<file path="config.mk">
export PLATFORM = sky130hd
export DESIGN_NAME = mem_stage
export DESIGN_NICKNAME = d
export VERILOG_FILES = /design/src/rtl/mem_stage_pkg.sv /design/src/rtl/mem_stage_ext.sv /design/src/rtl/mem_stage.sv
export SDC_FILE = /design/constraint.sdc
export NUM_CORES = 1
export LEC_CHECK = 0
export ABC_CLOCK_PERIOD_IN_PS = 7250
export CAP_MARGIN = 10
export CELL_PAD_IN_SITES_DETAIL_PLACEMENT = 1
export CELL_PAD_IN_SITES_GLOBAL_PLACEMENT = 2
export CORE_AREA = 5 5 152 190
export DETAILED_ROUTE_END_ITERATION = 6
export DIE_AREA = 0 0 157 195
export MAX_ROUTING_LAYER = met4
export PLACE_DENSITY_LB_ADDON = 0.1
export SLEW_MARGIN = 40
export SYNTH_ARGS = -nofsm -noshare
export SYNTH_HDL_FRONTEND = slang
export SYNTH_SLANG_ARGS = --single-unit
</file>
<file path="constraint.sdc">
create_clock -name clk -period 7.25 [get_ports clk]
set_clock_uncertainty 0.2 [all_clocks]
set_input_delay 0.725 -clock clk [delete_from_list [all_inputs] [get_ports clk]]
set_output_delay 0.725 -clock clk [all_outputs]
set_load 0.01 [all_outputs]
</file>
<file path="src/rtl/mem_stage_pkg.sv">
// Shared definitions for the memory stage: load/store encodings, FSM states, widths.
package mem_stage_pkg;

  localparam int unsigned ADDR_W     = 32;
  localparam int unsigned DATA_W     = 32;
  localparam int unsigned REG_ADDR_W = 5;
  localparam int unsigned BYTE_W     = 8;
  localparam int unsigned WORD_W     = 32;
  localparam int unsigned CNT_W      = 3;

  localparam logic [2:0] F3_B  = 3'b000;
  localparam logic [2:0] F3_H  = 3'b001;
  localparam logic [2:0] F3_W  = 3'b010;
  localparam logic [2:0] F3_BU = 3'b100;
  localparam logic [2:0] F3_HU = 3'b101;

  localparam logic [DATA_W-1:0]     ZeroWord = '0;
  localparam logic [REG_ADDR_W-1:0] NOPAddr  = '0;

  typedef enum logic [1:0] {
    ST_IDLE  = 2'd0,
    ST_LOAD  = 2'd1,
    ST_STORE = 2'd2
  } state_e;

  // Number of bytes moved by an access of the given width encoding.
  function automatic logic [CNT_W-1:0] byte_count(input logic [2:0] f3);
    case (f3)
      F3_B, F3_BU: return 3'd1;
      F3_H, F3_HU: return 3'd2;
      default:     return 3'd4;
    endcase
  endfunction

  function automatic logic load_legal(input logic [2:0] f3);
    return (f3 == F3_B) || (f3 == F3_H) || (f3 == F3_W) ||
           (f3 == F3_BU) || (f3 == F3_HU);
  endfunction

  function automatic logic store_legal(input logic [2:0] f3);
    return (f3 == F3_B) || (f3 == F3_H) || (f3 == F3_W);
  endfunction

endpackage

</file>
<file path="src/rtl/mem_stage_ext.sv">
// Load result extension: sign- or zero-extends the assembled little-endian bytes.
module mem_ext
  import mem_stage_pkg::*;
#(
  parameter int unsigned DATA_WIDTH = DATA_W
) (
  input  logic [2:0]            funct3,
  input  logic [WORD_W-1:0]     raw,
  output logic [DATA_WIDTH-1:0] ext_data_c
);

  // Select width and extension mode from funct3.
  always_comb begin
    ext_data_c = '0;
    case (funct3)
      F3_B:    ext_data_c = {{(DATA_WIDTH-8){raw[7]}}, raw[7:0]};
      F3_H:    ext_data_c = {{(DATA_WIDTH-16){raw[15]}}, raw[15:0]};
      F3_BU:   ext_data_c = DATA_WIDTH'(raw[7:0]);
      F3_HU:   ext_data_c = DATA_WIDTH'(raw[15:0]);
      default: ext_data_c = DATA_WIDTH'(raw);
    endcase
  end

endmodule

</file>
<file path="src/rtl/mem_stage.sv">
// Memory-access stage with MEM/WB register; byte-serial loads/stores over an 8-bit RAM port.
module mem_stage
  import mem_stage_pkg::*;
#(
  parameter int unsigned ADDR_WIDTH     = ADDR_W,
  parameter int unsigned DATA_WIDTH     = DATA_W,
  parameter int unsigned REG_ADDR_WIDTH = REG_ADDR_W
) (
  input  logic                      clk,
  input  logic                      rst,
  input  logic                      ex_valid,
  input  logic [REG_ADDR_WIDTH-1:0] ex_wd,
  input  logic                      ex_wreg,
  input  logic [DATA_WIDTH-1:0]     ex_wdata,
  input  logic                      ex_mem_rd,
  input  logic                      ex_mem_wr,
  input  logic [2:0]                ex_funct3,
  input  logic [ADDR_WIDTH-1:0]     ex_mem_addr,
  input  logic [DATA_WIDTH-1:0]     ex_store_data,
  input  logic [7:0]                mem_din,
  output logic [ADDR_WIDTH-1:0]     mem_a,
  output logic [7:0]                mem_dout,
  output logic                      mem_wr,
  output logic                      stall_req,
  output logic                      wb_we,
  output logic [REG_ADDR_WIDTH-1:0] wb_waddr,
  output logic [DATA_WIDTH-1:0]     wb_wdata
);

  state_e                    state_q, state_d;
  logic [CNT_W-1:0]          cnt_q, cnt_d;
  logic [CNT_W-1:0]          n_q;
  logic [ADDR_WIDTH-1:0]     addr_q;
  logic [2:0]                f3_q;
  logic [REG_ADDR_WIDTH-1:0] wd_q;
  logic                      wreg_q;
  logic [WORD_W-1:0]         sdata_q;
  logic [WORD_W-1:0]         asm_q, asm_d;
  logic [1:0]                cap_idx;
  logic                      accept;
  logic                      wb_we_d;
  logic [REG_ADDR_WIDTH-1:0] wb_waddr_d;
  logic [DATA_WIDTH-1:0]     wb_wdata_d;
  logic [DATA_WIDTH-1:0]     load_data_c;

  assign n_q     = byte_count(f3_q);
  assign cap_idx = 2'(cnt_q - 3'd1);

  mem_ext #(.DATA_WIDTH(DATA_WIDTH)) u_ext (
    .funct3     (f3_q),
    .raw        (asm_d),
    .ext_data_c (load_data_c)
  );

  // Byte assembly: the byte read last cycle lands in slot cnt-1; cleared while idle.
  always_comb begin
    asm_d = asm_q;
    if (state_q == ST_IDLE) begin
      asm_d = '0;
    end else if (state_q == ST_LOAD) begin
      asm_d[{cap_idx, 3'b000} +: 8] = mem_din;
    end
  end

  // Next state, RAM port, stall and write-back selection.
  always_comb begin
    state_d    = state_q;
    cnt_d      = cnt_q;
    accept     = 1'b0;
    mem_a      = addr_q + ADDR_WIDTH'(cnt_q);
    mem_dout   = sdata_q[{cnt_q[1:0], 3'b000} +: 8];
    mem_wr     = 1'b0;
    stall_req  = 1'b0;
    wb_we_d    = 1'b0;
    wb_waddr_d = wb_waddr;
    wb_wdata_d = wb_wdata;

    case (state_q)
      ST_IDLE: begin
        mem_a    = ex_mem_addr;
        mem_dout = ex_store_data[7:0];
        if (ex_valid) begin
          accept = 1'b1;
          cnt_d  = 3'd1;
          if (ex_mem_rd) begin
            if (load_legal(ex_funct3)) begin
              state_d   = ST_LOAD;
              stall_req = 1'b1;
            end
          end else if (ex_mem_wr) begin
            if (store_legal(ex_funct3)) begin
              mem_wr = 1'b1;
              if (byte_count(ex_funct3) > 3'd1) begin
                state_d   = ST_STORE;
                stall_req = 1'b1;
              end
            end
          end else if (ex_wreg && (ex_wd != REG_ADDR_WIDTH'(NOPAddr))) begin
            wb_we_d    = 1'b1;
            wb_waddr_d = ex_wd;
            wb_wdata_d = ex_wdata;
          end
        end
      end

      ST_LOAD: begin
        if (cnt_q == n_q) begin
          state_d = ST_IDLE;
          if (wreg_q && (wd_q != REG_ADDR_WIDTH'(NOPAddr))) begin
            wb_we_d    = 1'b1;
            wb_waddr_d = wd_q;
            wb_wdata_d = load_data_c;
          end
        end else begin
          stall_req = 1'b1;
          cnt_d     = cnt_q + 3'd1;
        end
      end

      ST_STORE: begin
        mem_wr = 1'b1;
        if (cnt_q == (n_q - 3'd1)) begin
          state_d = ST_IDLE;
        end else begin
          stall_req = 1'b1;
          cnt_d     = cnt_q + 3'd1;
        end
      end

      default: state_d = ST_IDLE;
    endcase

    // Reset silences the RAM port at once, even mid-access.
    if (rst) begin
      mem_a     = '0;
      mem_dout  = '0;
      mem_wr    = 1'b0;
      stall_req = 1'b0;
      accept    = 1'b0;
    end
  end

  // FSM state, byte counter and assembly register.
  always_ff @(posedge clk or posedge rst) begin
    if (rst) begin
      state_q <= ST_IDLE;
      cnt_q   <= '0;
      asm_q   <= '0;
    end else begin
      state_q <= state_d;
      cnt_q   <= cnt_d;
      asm_q   <= asm_d;
    end
  end

  // Operand capture on the accept edge.
  always_ff @(posedge clk or posedge rst) begin
    if (rst) begin
      addr_q  <= '0;
      f3_q    <= '0;
      wd_q    <= '0;
      wreg_q  <= 1'b0;
      sdata_q <= '0;
    end else if (accept) begin
      addr_q  <= ex_mem_addr;
      f3_q    <= ex_funct3;
      wd_q    <= ex_wd;
      wreg_q  <= ex_wreg;
      sdata_q <= WORD_W'(ex_store_data);
    end
  end

  // MEM/WB output register.
  always_ff @(posedge clk or posedge rst) begin
    if (rst) begin
      wb_we    <= 1'b0;
      wb_waddr <= '0;
      wb_wdata <= DATA_WIDTH'(ZeroWord);
    end else begin
      wb_we    <= wb_we_d;
      wb_waddr <= wb_waddr_d;
      wb_wdata <= wb_wdata_d;
    end
  end

endmodule

</file>
# == Word-level counts from Yosys, hierarchy flattened ==
# Index checks and enable logic that the tools add are counted.
# totals
word_cells,132
ff_bits,148
inputBits,118
# op_classes
n_mux,68
n_lt_le_gt_ge,1
n_shift,3
n_reduce_logical,20
n_addsub,5
n_eq_ne,24
# ops
cell,count
32-bit 2-to-1 mux,10
32-bit case mux with 4 select lines,1
32-bit case mux with 2 select lines,1
32-bit by 3-bit adder with 32-bit output,1
32-bit bitwise mux,1
8-bit by 7-bit variable shift with 32-bit output (first input constant),1
32-bit by 6-bit indexed part select with 8-bit output,1
8-bit by 7-bit indexed part select with 32-bit output,1
5-bit 2-to-1 mux,6
3-bit 2-to-1 mux,8
1-bit 2-to-1 mux,23
2-bit 2-to-1 mux,8
8-bit 2-to-1 mux,2
7-bit AND reduction,2
3-bit == test (second input constant),4
2-bit != test (second input constant),6
3-bit case mux with 2 select lines,2
5-bit case mux with 2 select lines,1
5-bit nonzero test,2
3-bit by 2-bit != test with 1-bit output (second input constant),3
3-bit case mux with 3 select lines,1
2-bit OR reduction,4
5-bit negator with 7-bit output,1
3-bit by 1-bit == test with 1-bit output (second input constant),2
other kinds (20),29

# == Depth between registers and ports, before layout ==
# Gate-level depths: netlist of the first run.
# logic_depth
word_depth,16
depth_mapped,11
mapped_depth_nobuf,8

# == Modules after synthesis ==
# A second synthesis of the first run with hierarchy kept.
# unflattened
cells_unflattened,769
area_unflattened_um2,8363.0
# by_module_without_submodules
module,seq_area_each_um2,cells_each,area_each_um2,n_inst
mem_stage,3703.6,702,8007.7,1
mem_ext,0.0,67,355.3,1

# == Worst setup path after synthesis of the first run ==
# No wires, ideal clock.
# synth_timing
path_kind,input-to-output
startpoint,input rst
endpoint,output mem_a[26]
arrival_ns,4.808
path_slack_ns,1.517
stages,4
path_buffers,1
cell_sequence,buf_2 -> inv_1 -> o21ai_0 -> a31oi_1
# synth_between
elab_chain_cells,1
# synth_rtl
element,line,source
from (decl),mem_stage.sv:10,"input logic rst,"
32-bit 2-to-1 mux,mem_stage.sv:134,if (rst) begin
to (decl),mem_stage.sv:21,"output logic [ADDR_WIDTH-1:0] mem_a,"
# Every way passes these cells.

# == Worst setup path in the final report of the first run ==
# layout_timing
startpoint,register cnt_q[1]
endpoint,output mem_a[28]
# layout_between
elab_chain_cells,3
# layout_rtl
element,line,source
from (decl),mem_stage.sv:31,"logic [CNT_W-1:0] cnt_q, cnt_d;"
from (signal assigned),mem_stage.sv:151,cnt_q <= cnt_d;
32-bit by 3-bit adder with 32-bit output,mem_stage.sv:70,mem_a = addr_q + ADDR_WIDTH'(cnt_q);
32-bit 2-to-1 mux,mem_stage.sv:78,case (state_q)
32-bit 2-to-1 mux,mem_stage.sv:134,
# Every way passes these cells.

==> flow_metrics.tcl, run 1 <==
set metrics [dict create \
    outcome "finished clean" \
    worstHoldPathType "reg -> reg" \
    synthMostInstantiatedCell "dfrtp_1" \
    p_leak_nw 4.76 \
    place.gp.congestion 0.771 \
    fin_crit_sh_pct 70.7 \
    syn_area_per_cell_um2 10.5 \
    areaGrowthSynthToFinish_pct 34.2 \
    cp_max_fo 17 \
    setup_slack_ns 2.12 \
    io_pins 198 \
    syn_inst 801 \
    wl_per_cell_um 20.1 \
    dr.pass1.iters 4 \
    grt_pass1_wl_um 42600 \
    placed_area_um2 10700 \
    yosys-top-cells-area "dfrtp_1 44%, mux2_2 12%, mux2_4 3.7%" \
    max_freq_mhz 195 \
    antenna_cells 0 \
    cts.sinks 148 \
    synth_top_area_share_pct 44.0 \
    crit_buf_inv 2 \
    dieArea_um2 30600 \
    ys_seq_area_share_pct 44.0 \
    h-tree-depth 4 \
    r2r_slack_ns 3.74 \
    place_ws_ns 2.51 \
    grt_max_degree 69 \
    max_stage_delay_ns 0.83 \
    nets 1108 \
    ys_top_cells_by_count "148 x dfrtp_1, 92 x mux2_2, 60 x nand2_1" \
    synthArstFlopShare_pct 100 \
    synth-edff-count 0 \
    rsz0062_at_grt "no" \
    yosysWarnings 0 \
    peakVddDrop_mv 0.253 \
    reg2reg_depth 7 \
    ys_types 62 \
    clock_tree.root_cell "clkbuf_16" \
    die_x_um 157 \
    r2r-end "wb_wdata[17]" \
    cts_buffers 17 \
    cts_buffer_depth 2 \
    endpoint_kind "primary output" \
    report.power.total_mw 4.53 \
    tightest_slew_ns 0.802 \
    via_per_inst 5.10 \
    grt_antenna_before_repair 0 \
    powerDensity_nw_per_um2 401 \
    syn_area_um2 8410 \
    synth.largest_area_cell "dfrtp_1" \
    hold_path_end "asm_q[10]" \
    postLayoutCoreUtil_pct 42.2 \
    finalHoldViolCount 0 \
    fin_cells 1333 \
    min_from "asm_q[10]" \
    hpwl_um 18700 \
    drv_slew 0 \
    cp-start-kind "flip-flop" \
    dpl.cell_count 1302 \
    post_cts_buffers 0 \
    finalWirelength_um 26800 \
    slew_headroom_pct 46.5 \
    final_antenna_net_count 0 \
    whs_ns 0.265 \
    ys_seq_elements 148 \
    ctsResizeCount 0 \
    initial_core_util_pct 31.5 \
    cp_cell_sequence "inv_1 -> fa_1 -> nand2b_1 -> a2111o_1 -> nor4_2 -> a21oi_1 -> a221oi_1 -> clkdlybuf4s50_1" \
    timing.rr.start "cnt_q[1]" \
    tritoncts "done" \
    hold_depth 2 \
    cp_slowest_cell "dfrtp_1" \
    core-area_um2 26700 \
    clk_pin_slew_worst_paths_ns 0.07 \
    syn_nets 933 \
    drc 0 \
    required_ns 6.32 \
    rows 67 \
    path_class "reg -> out" \
    finalCriticalPeriod_ns 5.13 \
    vias 6800 \
    layout-drive-gt1-share_pct 17.8 \
    synthFlopType "dfrtp_1" \
    grt_pass1_vias 7613 \
    max_cap_viol_count 0 \
    grt_overflow 0 \
    fin_area_um2 11300 \
    final.setup.tns_ns 0 \
    cp_top_family "compound AO/OA/AOI/OAI gates" \
    placement.io_buffers 197 \
    fp.dieH_um 195 \
    dr.first_iter.drc_count 257 \
    hold_buffers 0 \
    grt_util_all_layers_pct 18.1 \
    worstPathArrival_ns 4.20 \
    finalSetupViolCount 0 \
    clk_latency_ns 0.43 \
]
[worst register-to-register path: stages, from the launching register on]
cell and delay, ns:
dfrtp_1 0.66, inv_1 0.28, ha_1 0.51, nand2_1 0.36
a32oi_1 0.54, o22ai_4 0.26, a211o_1 0.32, mux2_4 0.27
[how the worst max path moves through the flow]
| stage | cells after the start | from | end | slack (ns) |
|---|---|---|---|---|
| 2_1_floorplan | 4 | rst | mem_a[26] | 1.52 |
| 3_3_place_gp | 8 | cnt_q[1] | mem_a[28] | 2.52 |
| 3_5_place_dp | 8 | cnt_q[1] | mem_a[28] | 2.51 |
| 4_1_cts | 8 | cnt_q[1] | mem_a[28] | 2.02 |
| 5_1_grt | 8 | cnt_q[1] | mem_a[28] | 1.89 |
| 6_report | 8 | cnt_q[1] | mem_a[28] | 2.12 |
[registers in the layout (all words and copies together), names as in the netlist]
name and count:
cnt_q 3, sdata_q 32, asm_q 32, wb_we 1
f3_q 3, wd_q 5, addr_q 32, wb_wdata 32
wb_waddr 5, wreg_q 1, state_q 2
[cell usage in the layout, fill, tap and decap left out, types with 3 or more instances in the layout]
master,n
o22ai_1,9
mux4_2,8
nand2_1,60
a21oi_1,37
mux2_2,92
xor2_1,15
nor3_1,5
mux2i_1,12
xnor2_1,10
clkdlybuf4s50_1,196
nand3_1,32
or3_1,7
clkinv_4,4
buf_4,10
inv_1,35
a31oi_1,5
ha_1,11
mux2_4,21
nand4_1,12
a211o_1,16
clkbuf_16,17
a211oi_1,12
o21ai_0,31
and3_1,6
a22oi_1,24
nand2b_1,5
dfrtp_1,148
and4_1,3
nor2b_1,24
inv_6,4
nor2_1,57
a32oi_1,9
a311oi_1,3
[logic make-up after synthesis]
logic type	Yosys count	share of synthesized area, %
XOR/XNOR	25	2.60
flip-flops	148	44.0
AND/OR/NAND/NOR	229	13.7
multiplexers	133	19.6
adder cells (fa/ha/maj)	14	2.17
buffers and inverters	89	4.46
AO/OA/AOI/OAI	163	13.4
[power by group]
group | total, mW | internal [mW] | switching, mW
logic | 2.20 | 1.11 | 1.09
registers | 1.42 | 1.16 | 0.262
clock network | 0.908 | 0.521 | 0.387
total | 4.53 | 2.79 | 1.74
[routing by layer]
| layer | wire length, um | track usage [%] | vias to the layer above |
|---|---|---|---|
| met5 | 0 | - | - |
| met4 | 561 | 5.18 | 0 |
| met3 | 1260 | 4.50 | 32 |
| met2 | 13800 | 30.7 | 150 |
| met1 | 11200 | 21.3 | 3382 |
| li1 | - | - | 3236 |
[area by class of cell]
class / count / area [um^2]
fill: 2947 / 15500
clock buffer: 19 / 443
clock inverter: 12 / 145
inverter: 37 / 146
timing repair buffer: 208 / 2050
multi-input combinational: 564 / 4360
sequential: 148 / 3700
tap: 345 / 432
Note: power is estimated with default switching activity, not from simulation.
==> inputs of run 2 (changes only) <==
ABC_CLOCK_PERIOD_IN_PS = 5100   (was 7250)
clock period = 5.1 ns   (was 7.25 ns; I/O delays follow)
==> run 2 against run 1 <==
Final cell count increased by 0.53%. Largest cell class unchanged. Count of clock-buffer cells in the layout is the same. Critical path depth grew 1. Critical endpoint is now stall_req. Design area increased by 0.33%. Sequential power grew 41%. Combinational power grew 44%. Clock power up 40%. Sequential share of layout area shrank 0.11 points. Worst hold slack better by 0.0026 ns. Non-clock buffer count rose by 5. Wire length decreased by 1.3%.
==> flow_metrics.tcl, run 2 (synthesis gave the netlist of run 1 again) <==
set metrics [dict create \
    grt_pass1_wl_um 42300 \
    cp-start-kind "flip-flop" \
    areaGrowthSynthToFinish_pct 34.6 \
    slew_headroom_pct 45.2 \
    grt_overflow 0 \
    grt_pass1_vias 7481 \
    final_cell_mix "196 x clkdlybuf4s50_1, 148 x dfrtp_1, 92 x mux2_2" \
    io_pins 198 \
    cts.sinks 148 \
    fp.dieH_um 195 \
    tightest_slew_ns 0.822 \
    worstPathArrival_ns 3.57 \
    p_leak_nw 4.79 \
    rows 67 \
    cp_slowest_cell "clkdlybuf4s50_1" \
    via_per_inst 5.07 \
    hold_depth 2 \
    initial_core_util_pct 31.5 \
    cts_buffers 17 \
    dr.first_iter.drc_count 226 \
    h-tree-depth 4 \
    clk_latency_ns 0.42 \
    finalCriticalPeriod_ns 4.28 \
    cp_cell_sequence "nor2_2 -> inv_1 -> ha_1 -> xnor2_1 -> and4b_1 -> o32ai_1 -> a31oi_1 -> nor3_1 -> clkdlybuf4s50_1" \
    cts_buffer_depth 2 \
    nets 1113 \
    fin_crit_sh_pct 84.0 \
    r2r_slack_ns 1.70 \
    required_ns 4.39 \
    clk_pin_slew_worst_paths_ns 0.06 \
    worstHoldPathType "reg -> reg" \
    grt_util_all_layers_pct 18.0 \
    layout-drive-gt1-share_pct 18.1 \
    finalSetupViolCount 0 \
    place.gp.congestion 0.748 \
    peakVddDrop_mv 0.232 \
    max_stage_delay_ns 0.60 \
    finalHoldViolCount 0 \
    wl_per_cell_um 19.7 \
    grt_max_degree 60 \
    finalWirelength_um 26400 \
    tritoncts "done" \
    dr.pass1.iters 5 \
    cp_max_fo 10 \
    hpwl_um 19000 \
    endpoint_kind "primary output" \
    final.setup.tns_ns 0 \
    clock_tree.root_cell "clkbuf_16" \
    powerDensity_nw_per_um2 568 \
    grt_antenna_before_repair 1 \
    max_freq_mhz 234 \
    path_class "reg -> out" \
    rsz0062_at_grt "no" \
    outcome "finished clean" \
    dieArea_um2 30600 \
    reg2reg_depth 7 \
    post_cts_buffers 0 \
    max_cap_viol_count 0 \
    placement.io_buffers 197 \
    fin_area_um2 11300 \
    core-area_um2 26700 \
    vias 6795 \
    die_x_um 157 \
    mostFrequentLayoutCell "clkdlybuf4s50_1" \
    drc 0 \
    placed_area_um2 10700 \
    final_antenna_net_count 0 \
    drv_slew 0 \
]
==> run 2: cell types whose count changed in the layout (fill, tap and decap cells not counted), sizes merged <==
cell         previous run  this run
buf                    12        16
clkinv                  5         7
diode                   0         1
dlygate4sd3             0         1
inv                    41        40
==> run 2: path summary, 6_finish.rpt <==
kind                            start           end
hold / removal              asm_q[11]     asm_q[11]
setup / recovery              f3_q[0]     stall_req
max in group asynchronous         rst    addr_q[16]
setup reg to reg           state_q[0]  wb_wdata[17]
min in group asynchronous         rst    addr_q[27]
hold reg to reg             asm_q[11]     asm_q[11]
==> run 2: area by class of cell <==
| class | count | area, um^2 |
|---|---|---|
| fillers | 2931 | 15400 |
| multi-input cells | 564 | 4360 |
| flip-flops and latches | 148 | 3700 |
| repair buffers | 213 | 2110 |
| clock buffers | 19 | 433 |
| well taps | 345 | 432 |
| clock inverters | 13 | 149 |
| inverters | 37 | 143 |
| diodes | 1 | 2.50 |
==> run 2: per-layer routing <==
layer | vias to the layer above | share of wire (%) | track usage, % | wire length (um)
met5 | - | 0 | - | 0
met2 | 130 | 53 | 31.1 | 13900
met3 | 10 | 4.9 | 4.54 | 1290
li1 | 3254 | - | - | -
met4 | 0 | 0.82 | 3.12 | 217
met1 | 3401 | 42 | 21.6 | 11000
==> run 2: where the power goes <==
group          leakage, nW  total (mW)  switching (mW)  internal [mW]
Clock                0.287        1.27           0.537          0.730
Combinational         2.67        3.16            1.55           1.61
Sequential            1.83        2.00           0.357           1.64
Total                 4.79        6.43            2.45           3.98
==> run 2: metrics by stage <==
step	util, %	instances	hold WS (ns)	worst slack (ns)	total power, mW
2_1_floorplan	-	801	0.234	0.454	3.98
3_3_place_gp	40.1	1306	0.248	1.25	5.21
3_5_place_dp	40.1	1306	0.250	1.21	5.25
4_1_cts	42.3	1339	0.265	0.719	6.56
5_1_grt	42.3	1340	0.291	0.438	6.91
6_report	42.3	1340	0.267	0.817	6.43
==> run 2: timing repair <==
action,in CTS,in global routing
hold buffers,1,0
gates resized for setup,0,0
hold endpoints to repair,16,0
==> run 2: worst max-delay path: cells and delay by family, from the launching register on <==
kind | cells | cell delay [ns]
adders and majority gates | 1 | 0.32
and+or+nand+nor | 3 | 0.83
buffers and inverters | 2 | 0.72
AOI/OAI and AO/OA | 2 | 0.65
DFF | 1 | 0.46
xor gates and xnor gates | 1 | 0.17
